--- config.mk ---
export PLATFORM = sky130hd
export DESIGN_NAME = mdu_issue_ctrl_flat
export DESIGN_NICKNAME = d
export VERILOG_FILES = /design/src/rtl/mdu_issue_ctrl_if.sv /design/src/rtl/mdu_issue_ctrl.sv /design/src/flat_wrapper.sv
export SDC_FILE = /design/constraint.sdc
export NUM_CORES = 1
export LEC_CHECK = 0
export CORE_AREA = 8 8 99 101
export CTS_CLUSTER_DIAMETER = 80
export DETAILED_ROUTE_END_ITERATION = 8
export DIE_AREA = 0 0 107 109
export DONT_BUFFER_PORTS = 1
export PLACE_DENSITY = 0.57
export SLEW_MARGIN = 10
export SYNTH_ARGS = -nofsm -noshare
export SYNTH_HDL_FRONTEND = slang
export SYNTH_SLANG_ARGS = --single-unit
--- constraint.sdc ---
create_clock -name clk -period 7.25 [get_ports clk]
set_clock_uncertainty 0.05 [all_clocks]
set_input_delay 1.45 -clock clk [delete_from_list [all_inputs] [get_ports clk]]
set_output_delay 1.45 -clock clk [all_outputs]
set_load 0.02 [all_outputs]
--- src/rtl/mdu_issue_ctrl_if.sv ---
// Execute, MDU and writeback signals of the RV32M issue/writeback controller.
// master = controller, slave = execute stage / MDU / register file side.
interface mdu_issue_ctrl_if;
    logic        ex_valid;
    logic [31:0] ex_instr;
    logic [31:0] ex_rs1_data;
    logic [31:0] ex_rs2_data;
    logic        ex_flush;
    logic        ex_ready;
    logic        mdu_in_valid;
    logic [2:0]  mdu_funct3;
    logic [31:0] mdu_in_1;
    logic [31:0] mdu_in_2;
    logic        mdu_cpu_busy;
    logic [31:0] mdu_out;
    logic        mdu_out_valid;
    logic        mdu_busy;
    logic        wb_valid;
    logic [4:0]  wb_rd;
    logic [31:0] wb_data;
    logic        wb_ready;

    modport master (
        input  ex_valid, ex_instr, ex_rs1_data, ex_rs2_data, ex_flush,
        input  mdu_out, mdu_out_valid, mdu_busy, wb_ready,
        output ex_ready, mdu_in_valid, mdu_funct3, mdu_in_1, mdu_in_2,
        output mdu_cpu_busy, wb_valid, wb_rd, wb_data
    );

    modport slave (
        output ex_valid, ex_instr, ex_rs1_data, ex_rs2_data, ex_flush,
        output mdu_out, mdu_out_valid, mdu_busy, wb_ready,
        input  ex_ready, mdu_in_valid, mdu_funct3, mdu_in_1, mdu_in_2,
        input  mdu_cpu_busy, wb_valid, wb_rd, wb_data
    );
endinterface

--- src/rtl/mdu_issue_ctrl.sv ---
// RV32M issue/writeback controller: decodes M ops, issues to the MDU,
// tracks rd and buffers one result for the register file.
module mdu_issue_ctrl #(
    parameter int CNT_W = 32
) (
    input  logic             clk,
    input  logic             rst,
    mdu_issue_ctrl_if.master bus,
    output logic [CNT_W-1:0] op_cnt
);

    typedef enum logic [1:0] {IDLE, WAIT, DROP, WB} state_t;

    state_t      state_q, state_d;
    logic        is_m;
    logic [4:0]  rd;
    logic        issue;
    logic        capture;
    logic [4:0]  wb_rd_q;
    logic [31:0] wb_data_q;

    assign rd   = bus.ex_instr[11:7];
    assign is_m = bus.ex_valid
                & (bus.ex_instr[6:0] == 7'b0110011)
                & (bus.ex_instr[31:25] == 7'b0000001);

    always_comb begin
        state_d      = state_q;
        issue        = 1'b0;
        capture      = 1'b0;
        bus.ex_ready = 1'b1;
        unique case (state_q)
            IDLE: begin
                // rd==x0 and flushed ops are consumed without issuing
                if (is_m && !bus.ex_flush && rd != 5'd0) begin
                    if (bus.mdu_busy) begin
                        bus.ex_ready = 1'b0;
                    end else begin
                        issue   = 1'b1;
                        state_d = WAIT;
                    end
                end
            end
            WAIT: begin
                bus.ex_ready = !is_m;
                if (bus.mdu_out_valid) begin
                    capture = !bus.ex_flush;
                    state_d = bus.ex_flush ? IDLE : WB;
                end else if (bus.ex_flush) begin
                    state_d = DROP;
                end
            end
            DROP: begin
                bus.ex_ready = !is_m;
                if (bus.mdu_out_valid)
                    state_d = IDLE;
            end
            WB: begin
                bus.ex_ready = !is_m;
                if (bus.wb_ready || bus.ex_flush)
                    state_d = IDLE;
            end
            default: state_d = IDLE;
        endcase
    end

    always_ff @(posedge clk or posedge rst) begin
        if (rst)
            state_q <= IDLE;
        else
            state_q <= state_d;
    end

    always_ff @(posedge clk or posedge rst) begin
        if (rst) begin
            wb_rd_q   <= 5'd0;
            wb_data_q <= 32'd0;
            op_cnt    <= '0;
        end else begin
            if (issue) begin
                wb_rd_q <= rd;
                op_cnt  <= op_cnt + CNT_W'(1);
            end
            if (capture)
                wb_data_q <= bus.mdu_out;
        end
    end

    assign bus.mdu_in_valid = issue;
    assign bus.mdu_funct3   = bus.ex_instr[14:12];
    assign bus.mdu_in_1     = bus.ex_rs1_data;
    assign bus.mdu_in_2     = bus.ex_rs2_data;
    assign bus.mdu_cpu_busy = (state_q == WB) & !bus.wb_ready;
    assign bus.wb_valid     = (state_q == WB);
    assign bus.wb_rd        = wb_rd_q;
    assign bus.wb_data      = wb_data_q;

    // One result per issued op: a result outside WAIT/DROP is unexpected
    a_stray_result: assert property (@(posedge clk) disable iff (rst)
        bus.mdu_out_valid |-> (state_q == WAIT || state_q == DROP));

    a_issue_busy: assert property (@(posedge clk) disable iff (rst)
        bus.mdu_in_valid |-> !bus.mdu_busy);

endmodule

--- src/flat_wrapper.sv ---
// flat-port wrapper written by rule: the top's interface ports become plain ports
module mdu_issue_ctrl_flat 
#(
    parameter int CNT_W = 32
)
  (clk, rst, op_cnt, bus_ex_valid, bus_ex_instr, bus_ex_rs1_data, bus_ex_rs2_data, bus_ex_flush, bus_mdu_out, bus_mdu_out_valid, bus_mdu_busy, bus_wb_ready, bus_ex_ready, bus_mdu_in_valid, bus_mdu_funct3, bus_mdu_in_1, bus_mdu_in_2, bus_mdu_cpu_busy, bus_wb_valid, bus_wb_rd, bus_wb_data);
  mdu_issue_ctrl_if bus_i ();
  input  logic clk;
  input  logic rst;
  output logic [CNT_W-1:0] op_cnt;
  input wire logic [$bits(bus_i.ex_valid)-1:0] bus_ex_valid;
  input wire logic [$bits(bus_i.ex_instr)-1:0] bus_ex_instr;
  input wire logic [$bits(bus_i.ex_rs1_data)-1:0] bus_ex_rs1_data;
  input wire logic [$bits(bus_i.ex_rs2_data)-1:0] bus_ex_rs2_data;
  input wire logic [$bits(bus_i.ex_flush)-1:0] bus_ex_flush;
  input wire logic [$bits(bus_i.mdu_out)-1:0] bus_mdu_out;
  input wire logic [$bits(bus_i.mdu_out_valid)-1:0] bus_mdu_out_valid;
  input wire logic [$bits(bus_i.mdu_busy)-1:0] bus_mdu_busy;
  input wire logic [$bits(bus_i.wb_ready)-1:0] bus_wb_ready;
  output wire logic [$bits(bus_i.ex_ready)-1:0] bus_ex_ready;
  output wire logic [$bits(bus_i.mdu_in_valid)-1:0] bus_mdu_in_valid;
  output wire logic [$bits(bus_i.mdu_funct3)-1:0] bus_mdu_funct3;
  output wire logic [$bits(bus_i.mdu_in_1)-1:0] bus_mdu_in_1;
  output wire logic [$bits(bus_i.mdu_in_2)-1:0] bus_mdu_in_2;
  output wire logic [$bits(bus_i.mdu_cpu_busy)-1:0] bus_mdu_cpu_busy;
  output wire logic [$bits(bus_i.wb_valid)-1:0] bus_wb_valid;
  output wire logic [$bits(bus_i.wb_rd)-1:0] bus_wb_rd;
  output wire logic [$bits(bus_i.wb_data)-1:0] bus_wb_data;
  assign bus_i.ex_valid = bus_ex_valid;
  assign bus_i.ex_instr = bus_ex_instr;
  assign bus_i.ex_rs1_data = bus_ex_rs1_data;
  assign bus_i.ex_rs2_data = bus_ex_rs2_data;
  assign bus_i.ex_flush = bus_ex_flush;
  assign bus_i.mdu_out = bus_mdu_out;
  assign bus_i.mdu_out_valid = bus_mdu_out_valid;
  assign bus_i.mdu_busy = bus_mdu_busy;
  assign bus_i.wb_ready = bus_wb_ready;
  assign bus_ex_ready = bus_i.ex_ready;
  assign bus_mdu_in_valid = bus_i.mdu_in_valid;
  assign bus_mdu_funct3 = bus_i.mdu_funct3;
  assign bus_mdu_in_1 = bus_i.mdu_in_1;
  assign bus_mdu_in_2 = bus_i.mdu_in_2;
  assign bus_mdu_cpu_busy = bus_i.mdu_cpu_busy;
  assign bus_wb_valid = bus_i.wb_valid;
  assign bus_wb_rd = bus_i.wb_rd;
  assign bus_wb_data = bus_i.wb_data;
  mdu_issue_ctrl #(.CNT_W(CNT_W)) u_core (.clk(clk), .rst(rst), .bus(bus_i), .op_cnt(op_cnt));
endmodule
* Yosys cells after proc, flatten, opt, wreduce, memory -nomap -nowiden
Index checks and enable logic that the tools add are counted.
** Word-level totals
- Register bits after elaboration :: 71
- Bits in latches :: 0
- Memory bits (writable) :: 0
- ROM bits :: 0
- Output and inout port bits :: 140
- Word-level logic and storage cells :: 43
- Memories kept :: 0
** Operators by class
- Add/sub/neg operators :: 1
- Multiply operators :: 0
- Div/mod/pow operators :: 0
- Order comparisons :: 0
- Equality and inequality tests :: 10
- Shift operators :: 0
- Muxes and demuxes :: 15
- Bitwise operators :: 3
- Reductions and logical operators :: 10
** Operator list (number)
- adder 32 x 1 -> 32 bit (second input constant) :: 1
- 2-to-1 mux 2 bit :: 7
- one-hot mux 2 bit (4 select lines) :: 1
- == test 7 x 1 -> 1 bit (second input constant) :: 1
- == test 7 x 6 -> 1 bit (second input constant) :: 1
- 2-to-1 mux 1 bit :: 6
- AND reduction 5 bit :: 1
- nonzero test 5 bit :: 1
- == test 2 bit (second input constant) :: 2
- != test 2 x 1 -> 1 bit (second input constant) :: 2
- != test 2 bit (second input constant) :: 2
- bitwise AND 1 bit :: 3
- logical NOT 1 bit :: 3
- != test 3 bit (second input constant) :: 1
- OR reduction 3 bit :: 1
- == test 2 x 1 -> 1 bit (second input constant) :: 1
- logical AND 1 bit :: 2
- logical NOT 2 bit :: 1
- one-hot mux 1 bit (2 select lines) :: 1
- logical OR 1 bit :: 1

* Logic depth before layout (Yosys ltp)
Gate-level depths: netlist of run 1.
- Word-level depth :: 7
- Depth in mapped cells :: 7
- Mapped depth without buffers :: 6

* Worst setup path after synthesis of run 1
Ideal clock, no wire load.
- Kind :: input to output
- From :: in bus_ex_instr[26]
- To :: out bus_mdu_in_valid
- Arrival :: 3267 ps
- Slack :: 2483 ps
- Cell stages on the path :: 4
- Buffers on the path :: 1
- Cell sequence :: or4b_4 or4_4 nor4_2 buf_4
** On the way
- Cells in the longest elaborated chain, start to end :: 6
** Ends and longest elaborated chain
- start, declared :: RTL line flat_wrapper.sv:12 : input wire logic [$bits(bus_i.ex_instr)-1:0] bus_ex_instr;
- == test 7 x 1 -> 1 bit :: RTL line mdu_issue_ctrl.sv:25 : & (bus.ex_instr[31:25] == 7'b0000001);
- bitwise AND 1 bit :: RTL line mdu_issue_ctrl.sv:25
- logical AND 1 bit (2 in series) :: RTL line mdu_issue_ctrl.sv:35 : if (is_m && !bus.ex_flush && rd != 5'd0) begin
- 2-to-1 mux 1 bit :: RTL line mdu_issue_ctrl.sv:35
- 2-to-1 mux 1 bit :: RTL line mdu_issue_ctrl.sv:32 : unique case (state_q)
- end, declared :: RTL line flat_wrapper.sv:21 : output wire logic [$bits(bus_i.mdu_in_valid)-1:0] bus_mdu_in_valid;
No other way between the ends.

* Final worst setup path of run 1
Same ends and word-level chain as after synthesis.

==> results of run 1 <==
-- metal layers --
layer	global-route usage (%)	vias to the layer above	wire [µm]
met4	7.839	0	138
li1	-	866	-
met1	14.32	943	2897
met5	0	-	0
met2	19.36	125	3549
met3	7.920	18	1112
-- per-stage QoR --
stage | util (%) | power (mW) | hold WS, ns
after floorplan | - | 0.4912 | 0.5253
after global placement | 38.46 | 0.4429 | 0.5746
after detailed placement | 38.46 | 0.4430 | 0.5814
after CTS | 41.37 | 0.8326 | 0.5941
after global routing | 41.37 | 0.8496 | 0.6162
final | 41.37 | 0.8167 | 0.5775
-- worst max path at each step --
stage / startpoint / end / slack (ns) / depth (start not counted)
finish: bus_ex_instr[26] / bus_mdu_in_valid / 2.63 / 4
floorplan: bus_ex_instr[26] / bus_mdu_in_valid / 2.48 / 4
global route: bus_ex_instr[26] / bus_mdu_in_valid / 2.59 / 4
CTS: bus_ex_instr[26] / bus_mdu_in_valid / 2.62 / 4
global placement: bus_ex_instr[26] / bus_mdu_in_valid / 2.62 / 4
detailed placement: bus_ex_instr[26] / bus_mdu_in_valid / 2.63 / 4
-- power breakdown --
part	switching (mW)	leakage, nW	internal, mW
combinational	0.0107	0.576	0.00717
sequential	0.0139	0.960	0.403
clock	0.146	0.119	0.237
-- cells in the final DEF (no fill, tap or decap), drive strengths merged --
cell      instances
dfrtp            71
mux2             38
xor2             20
nand2            15
nor2             13
xnor2            12
nor3             10
clkbuf           10
nand3             9
and4              5
nand4             5
inv               5
nor4              5
or4               4
o21ai             3
and3              3
bufinv            3
buf               3
nor2b             2
and2              2
nor3b             2
a21o              2
nand2b            1
a21oi             1
nand4b            1
nand3b            1
or4b              1
o21a              1
nor4bb            1
and4b             1
and2b             1
or3               1
ha                1
clkinvlp          1
clkinv            1
-- area by class of cell --
type	instances	share of cell area [%]
Sequential cell	71	51.24
Inverter	5	0.5413
Timing Repair Buffer	3	0.6496
Tap cell	108	3.898
Clock inverter	5	3.067
Clock buffer	10	3.970
Multi-Input combinational cell	161	36.63
-- cells by family (layout without fill, tap and decap cells) --
| group | Yosys count | in the layout |
|---|---|---|
| xor gates and xnor gates | 32 | 32 |
| DFF | 71 | 71 |
| and+or+nand+nor | 83 | 83 |
| adders and majority gates | 1 | 1 |
| muxes | 38 | 38 |
| buffers and inverters | 80 | 23 |
| AOI/OAI and AO/OA | 7 | 7 |
-- sequential cells by signal, summed over array words and instances (netlist names) --
register	flops
u_core.state_q	2
u_core.bus.wb_rd	5
u_core.bus.wb_data	32
u_core.op_cnt	32
==> results.py, run 1 <==
metrics = {
    "global_routing": {
        "antenna_found_initial": 0,
        "first_global_vias": 2066,
        "grtUsageTotal_pct": 13.14,
        "grt_max_degree": 72,
        "grt_pass1_wl_um": 11760,
        "grt-ovfl-total": 0,
    },
    "routing": {
        "initialDrtViolationCount": 117,
        "vias": 1952,
        "drc_errors": 0,
        "wire_per_inst_um": 21.20,
        "via_per_inst": 5.377,
        "wl_um": 7697,
        "drt_pass1_iterations": 4,
        "ant_nets": 0,
    },
    "floorplanning": {
        "die-height_um": 109,
        "core-area_um2": 8381,
        "fp.dieW_um": 107,
        "initial_core_util_pct": 42.92,
        "num_rows": 34,
        "die_area_um2": 11660,
        "ios": 275,
    },
    "timing": {
        "finalSetupViolCount": 0,
        "fin_tns_setup_ns": 0,
        "setup_slack_ns": 2.626,
        "relSlewSlack_pct": 40.07,
        "timing.final.hold_violations": 0,
        "fmax_mhz": 216.3,
        "period_needed_ns": 4.624,
        "tightestPinTransition_ns": 0.8989,
        "period_share_pct": 63.78,
        "drv_slew": 0,
        "rsz0062_at_grt": "false",
    },
    "layout": {
        "fillerInstances": 788,
        "area_delta_synth_final_pct": -3.617,
        "layout-drive-gt1-share_pct": 25.10,
        "fin_cells": 363,
        "final_area_um2": 3467,
        "ff_latch_area_um2": 1777,
        "fin_nets": 387,
        "multiInputGateArea_um2": 1270,
        "antenna_cells": 0,
    },
    "worst_hold_path": {
        "hold_path_class": "flip-flop to flip-flop",
        "holdPathStages": 1,
        "hp-start": "u_core.op_cnt[31]",
        "whs_endpoint": "u_core.op_cnt[31]",
    },
    "clock_network": {
        "cts_sinks": 71,
        "cts-root-buf": "clkbuf_8",
        "hold_buffers": 0,
        "cts_tree": "yes",
        "clk_pin_slew_worst_paths_ns": 0.07,
        "post-cts-setup-buffers": 0,
        "cts_resized": 0,
        "cts_buffers": 9,
        "clock_latency_ns": 0.33,
        "htreeDepth": 3,
        "clock_path_buffers": 2,
    },
    "critical_path": {
        "critPathKind": "input pin to output port",
        "worstPathRequired_ns": 5.75,
        "reg2reg_slack_ns": 4.79,
        "cpMaxStageDelayCell": "or4b_4",
        "rr_startpoint": "u_core.op_cnt[0]",
        "critPathArrivalTime_ns": 3.12,
        "path_max_fanout": 15,
        "cp_cell_sequence": "or4b_4, or4_4, nor4_4, buf_4",
        "reg2reg_depth": 6,
        "cp-end-kind": "output port",
        "timing.rr.end": "u_core.op_cnt[28]",
        "critPathLaunchType": "input pin",
        "critical-path-max-stage-delay_ns": 0.55,
        "crit_buf_inv": 1,
        "crit_family": "simple AND/OR/NAND/NOR gates",
    },
    "synthesis": {
        "yosys_warnings": 0,
        "synth_most_common_cell": "dfrtp_1",
        "synth_top_family_by_area": "buffers and inverters",
        "synth_xor_xnor_area_share_pct": 7.791,
        "syn_inst": 312,
        "synth_fa_ha_area_share_pct": 0.3478,
        "synth_edf_count": 0,
        "yosysTopAreaCellShare_pct": 49.39,
        "synth_compound_area_share_pct": 1.217,
        "synth_nets": 448,
        "seq_area_frac_synth_pct": 49.39,
        "syn_area_um2": 3597,
        "ys_ff_latch": 71,
        "synth_commonest_cells": "71 x dfrtp_1, 68 x buf_4, 38 x mux2_2, 20 x xor2_1, 15 x nand2_1",
        "postSynthAreaPerCell_um2": 11.53,
        "synthFlopType": "dfrtp_1",
        "yosysUniqueCellTypes": 38,
        "yosys.area_share.simple_pct": 13.67,
        "yosys-top-cells-area": "dfrtp_1 49%, buf_4 14%, mux2_2 12%",
        "yosys.area.top_type": "dfrtp_1",
        "async_flop_share_pct": 100.0,
        "muxShareOfSynthArea_pct": 11.90,
    },
    "place": {
        "dp_cells": 348,
        "portBuffers": 0,
        "gp_congestion": 0.7246,
        "dp_hpwl_um": 5743,
        "detailedPlace.worstSlack_ns": 2.629,
        "dpl_cell_area_um2": 3223,
    },
    "power": {
        "ir_drop_mv": 0.09820,
        "powerDensity_nw_per_um2": 235.6,
        "p_leak_nw": 1.654,
    },
    "job": {
        "drv_cap": 0,
    },
    "run_status": {
        "status": "finished clean",
    },
}
Power figures use the tool's default switching activity.
==> run 2, diff against run 1 <==
Clock period 7.25 ns to 4.7 ns, I/O delays scaled along.
==> run 2 against run 1 <==
Compared with the run above:
- non-clock buffer count grew 1
- cell count grew 0.55%
- first-iteration DRC count shrank 76%
- combinational power grew 54%
- cell area shrank 0.40%
- critical endpoint unchanged
==> results.py, run 2 (same netlist as run 1, synthesis figures left out) <==
metrics = {
    "timing": {
        "finalSetupViolCount": 0,
        "timing.final.hold_violations": 0,
        "rsz0062_at_grt": "false",
        "fmax_mhz": 290.6,
        "fin_tns_setup_ns": 0,
        "setup_slack_ns": 1.259,
        "relSlewSlack_pct": 48.40,
        "period_needed_ns": 3.441,
        "period_share_pct": 73.21,
        "drv_slew": 0,
        "tightestPinTransition_ns": 0.7728,
    },
    "power": {
        "p_leak_nw": 1.651,
        "clkPwrFrac_pct": 44.7,
        "swShare_pct": 21.97,
        "internal_power_mw": 0.9457,
        "ir_drop_mv": 0.1833,
        "p_seq_share_pct": 53.0,
        "p_comb_share_pct": 2.3,
        "p_sw_mw": 0.2662,
        "powerDensity_nw_per_um2": 351.0,
    },
    "critical_path": {
        "rr_startpoint": "u_core.op_cnt[0]",
        "crit_family": "simple AND/OR/NAND/NOR gates",
        "cp-end-kind": "output port",
        "cp_cell_sequence": "or4b_4, or4_4, nor4_4, buf_4",
        "worstPathRequired_ns": 3.71,
        "reg2reg_depth": 6,
        "critPathKind": "input pin to output port",
        "reg2reg_slack_ns": 2.26,
        "critPathArrivalTime_ns": 2.45,
        "critical_path.startpoint": "bus_ex_instr[26]",
        "cpMaxStageDelayCell": "or4b_4",
        "critPathLaunchType": "input pin",
        "critical-path-max-stage-delay_ns": 0.54,
        "path_max_fanout": 11,
        "crit_buf_inv": 1,
        "timing.rr.end": "u_core.op_cnt[28]",
    },
    "layout": {
        "fillerInstances": 790,
        "layout-drive-gt1-share_pct": 25.29,
        "fin_nets": 388,
        "final_area_um2": 3453,
        "final_common_cell": "dfrtp_1",
        "final_cell_mix": "71 x dfrtp_1, 38 x mux2_2, 20 x xor2_1",
        "antenna_cells": 0,
        "area_delta_synth_final_pct": -4.000,
    },
    "routing": {
        "via_per_inst": 5.334,
        "ant_nets": 0,
        "initialDrtViolationCount": 28,
        "vias": 1947,
        "drt_pass1_iterations": 3,
        "wire_per_inst_um": 21.15,
        "wl_um": 7719,
        "drc_errors": 0,
    },
    "clock_network": {
        "clk_pin_slew_worst_paths_ns": 0.07,
        "cts-root-buf": "clkbuf_8",
        "clock_latency_ns": 0.34,
        "cts_buffers": 9,
        "htreeDepth": 3,
        "post-cts-setup-buffers": 0,
        "cts_sinks": 71,
        "cts_resized": 0,
        "hold_buffers": 0,
        "clock_path_buffers": 2,
        "cts_tree": "yes",
    },
    "floorplanning": {
        "initial_core_util_pct": 42.92,
        "fp.dieW_um": 107,
        "ios": 275,
        "num_rows": 34,
        "core-area_um2": 8381,
        "die_area_um2": 11660,
        "die-height_um": 109,
    },
    "job": {
        "drv_cap": 0,
    },
    "place": {
        "dp_hpwl_um": 5800,
        "detailedPlace.worstSlack_ns": 1.243,
        "gp_congestion": 0.7107,
        "portBuffers": 0,
        "dpl_cell_area_um2": 3231,
    },
    "global_routing": {
        "grt_pass1_wl_um": 11920,
        "grt-ovfl-total": 0,
        "first_global_vias": 2120,
        "antenna_found_initial": 0,
        "grtUsageTotal_pct": 13.22,
        "grt_max_degree": 38,
    },
    "worst_hold_path": {
        "hold_path_class": "input pin to asynchronous set/reset pin",
    },
    "run_status": {
        "status": "finished clean",
    },
}
==> run 2: cell count changes in the layout (fill, tap and decap cells not counted) <==
cell | before | now
clkbuf_1 | 0 | 1
bufinv_16 | 3 | 2
buf_4 | 3 | 4
clkinv_2 | 0 | 1
==> run 2: metal layers <==
metal  track usage, %  vias to the layer above  share of wire (%)
li1                 -                      865                  -
met2            20.16                      120                 46
met5                0                        -                  0
met3            7.624                       21                 14
met4            7.538                        0                2.4
met1            14.19                      941                 37
==> run 2: worst max-delay path by stage <==
stage	endpoint	slack (ns)	depth (start not counted)
after floorplan	bus_mdu_in_valid	0.95	4
after global placement	bus_mdu_in_valid	1.25	4
after detailed placement	u_core.op_cnt[28]	1.24	5
after CTS	bus_mdu_in_valid	1.24	4
after global routing	bus_mdu_in_valid	1.21	4
final	bus_mdu_in_valid	1.26	4
==> run 2: cell type report <==
cell class / instances / area [µm²] / share of cell area [%]
Sequential cell: 71 / 1777 / 51.45
Multi-Input combinational cell: 161 / 1270 / 36.78
Clock buffer: 11 / 141.4 / 4.094
Tap cell: 108 / 135.1 / 3.913
Clock inverter: 5 / 81.33 / 2.355
Timing Repair Buffer: 4 / 30.03 / 0.8696
Inverter: 5 / 18.77 / 0.5435
==> run 2: metrics by stage <==
stage	util [%]	instances	hold slack, ns	power, mW
2_1_floorplan	-	312	0.5253	0.7577
3_3_place_gp	38.55	349	0.5710	0.6831
3_5_place_dp	38.55	349	0.5727	0.6838
4_1_cts	41.21	365	0.5864	1.235
5_1_grt	41.21	365	0.6115	1.262
6_report	41.21	365	0.5781	1.212
==> run 2: power groups by stage <==
stage | clock network, mW | registers, mW | logic [mW]
finish | 0.542 | 0.643 | 0.0276
global route | 0.586 | 0.644 | 0.0321
CTS | 0.563 | 0.643 | 0.0291
detailed placement | 0 | 0.654 | 0.0293
global placement | 0 | 0.655 | 0.0283
floorplan | 0 | 0.651 | 0.106
==> run 3, diff against run 2 <==
Settings changed: CORE_AREA 8 8 99 101 to 8 8 102 104, DIE_AREA 0 0 107 109 to 0 0 110 112.
Clock period 4.7 ns to 2.8 ns, I/O delays scaled along.
==> run 3 against run 2 <==
Compared with the run above:
- worst hold slack worse by 0.41 ns
- flip-flop and latch count unchanged
- critical path type unchanged
- core utilization down 1.7 points
- cell area up 1.8%
- sequential share of layout area down 0.90 points
==> results.py, run 3 (same netlist as run 1, synthesis figures left out) <==
metrics = {
    "routing": {
        "via_per_inst": 5.289,
        "initialDrtViolationCount": 117,
        "vias": 1978,
        "drc_errors": 0,
        "ant_nets": 0,
        "drt_pass1_iterations": 4,
        "wl_um": 8064,
        "wire_per_inst_um": 21.56,
    },
    "floorplanning": {
        "die-height_um": 112,
        "die_area_um2": 12320,
        "fp.dieW_um": 110,
        "initial_core_util_pct": 40.46,
        "core-area_um2": 8890,
        "ios": 275,
        "num_rows": 35,
    },
    "critical_path": {
        "critPathArrivalTime_ns": 2.15,
        "worstPathRequired_ns": 2.19,
        "reg2reg_slack_ns": 0.44,
        "critPathLaunchType": "input pin",
        "timing.rr.end": "u_core.op_cnt[28]",
        "cp-end-kind": "output port",
        "critPathKind": "input pin to output port",
        "path_max_fanout": 8,
        "critical_path.startpoint": "bus_ex_instr[6]",
        "rr_startpoint": "u_core.op_cnt[0]",
        "reg2reg_depth": 7,
    },
    "clock_network": {
        "cts_buffers": 9,
        "cts_resized": 0,
        "cts_sinks": 71,
        "clock_latency_ns": 0.33,
        "clk_pin_slew_worst_paths_ns": 0.08,
        "cts-root-buf": "clkbuf_8",
        "cts_tree": "yes",
        "hold_buffers": 0,
        "htreeDepth": 3,
        "post-cts-setup-buffers": 1,
        "clock_path_buffers": 2,
    },
    "global_routing": {
        "use_met3_pct": 8.088,
        "grt-ovfl-total": 0,
        "grtUsageTotal_pct": 13.03,
        "grt_use_met2_pct": 18.23,
        "met1_usage_pct": 14.78,
        "grt-busiest-layer": "met2",
        "grt_max_degree": 36,
        "antenna_found_initial": 0,
        "grt_pass1_wl_um": 12320,
        "first_global_vias": 2168,
    },
    "timing": {
        "period_needed_ns": 2.759,
        "fmax_mhz": 362.5,
        "finalSetupViolCount": 0,
        "rsz0062_at_grt": "false",
        "drv_slew": 0,
        "hold_slack_ns": 0.1667,
        "period_share_pct": 98.54,
        "timing.final.hold_violations": 0,
        "relSlewSlack_pct": 52.04,
        "tightestPinTransition_ns": 0.7184,
    },
    "layout": {
        "post-route-util_pct": 39.54,
        "fin_nets": 394,
        "fillerInstances": 848,
        "final_area_um2": 3515,
        "area_delta_synth_final_pct": -2.296,
        "multiInputGateArea_um2": 1270,
        "final_cell_mix": "71 x dfrtp_1, 38 x mux2_2, 20 x xor2_1",
        "ff_latch_area_um2": 1777,
        "final_common_cell": "dfrtp_1",
        "antenna_cells": 0,
        "layout-drive-gt1-share_pct": 27.00,
    },
    "place": {
        "portBuffers": 0,
        "dpl_cell_area_um2": 3284,
        "gp_congestion": 0.7204,
        "dp_hpwl_um": 6072,
    },
    "run_status": {
        "status": "finished clean",
    },
    "power": {
        "power_mw": 1.945,
        "powerDensity_nw_per_um2": 553.4,
        "ir_drop_mv": 0.2706,
        "p_leak_nw": 1.683,
    },
    "job": {
        "drv_cap": 0,
    },
    "worst_hold_path": {
        "hold_path_class": "input pin to asynchronous set/reset pin",
    },
}
run 3: cell types whose count changed in the layout (fill, tap and decap cells not counted), sizes merged:
cell / before / now
bufinv: 2 / 1
clkbuf: 11 / 10
inv: 5 / 6
bufbuf: 0 / 1
clkinv: 2 / 4
buf: 4 / 9
clkinvlp: 1 / 0
run 3: area by class of cell:
type | count | share of cell area [%]
clock buffers | 10 | 3.631
multi-input cells | 161 | 36.13
flip-flops and latches | 71 | 50.55
clock inverters | 6 | 1.994
inverters | 5 | 0.5340
well taps | 111 | 3.952
repair buffers | 10 | 3.204
run 3: metrics by stage:
| stage | worst slack [ns] | instances | setup TNS, ns |
|---|---|---|---|
| 2_1_floorplan | -0.004872 | 312 | -0.004872 |
| 3_3_place_gp | -0.1101 | 357 | -0.4892 |
| 3_5_place_dp | -0.1233 | 357 | -0.5287 |
| 4_1_cts | 0.04628 | 374 | 0 |
| 5_1_grt | 0.009910 | 374 | 0 |
| 6_report | 0.04101 | 374 | 0 |
run 3: routing by layer:
metal | wire (µm) | up-vias
li1 | - | 881
met1 | 3081 | 931
met2 | 3518 | 129
met3 | 1152 | 37
met4 | 311 | 0
met5 | 0 | -
run 3: worst max path at each step:
| stage | end | slack (ns) |
|---|---|---|
| final | bus_mdu_in_valid | 0.04 |
| after global routing | bus_mdu_in_valid | 0.01 |
| after CTS | bus_mdu_in_valid | 0.05 |
| after detailed placement | u_core.op_cnt[28] | -0.12 |
| after global placement | u_core.op_cnt[28] | -0.11 |
| after floorplan | bus_mdu_in_valid | -0.005 |
run 3: power by group:
part | internal [mW] | total, mW | switching, mW | leakage [nW]
sequential | 1.04 | 1.08 | 0.0362 | 0.960
combinational | 0.0195 | 0.0479 | 0.0284 | 0.623
clock | 0.418 | 0.819 | 0.400 | 0.101
run 3: worst max-delay path, stage by stage:
cell and delay [ns]:
or4_1 0.50, or4_4 0.54, nor4_4 0.36, buf_12 0.18
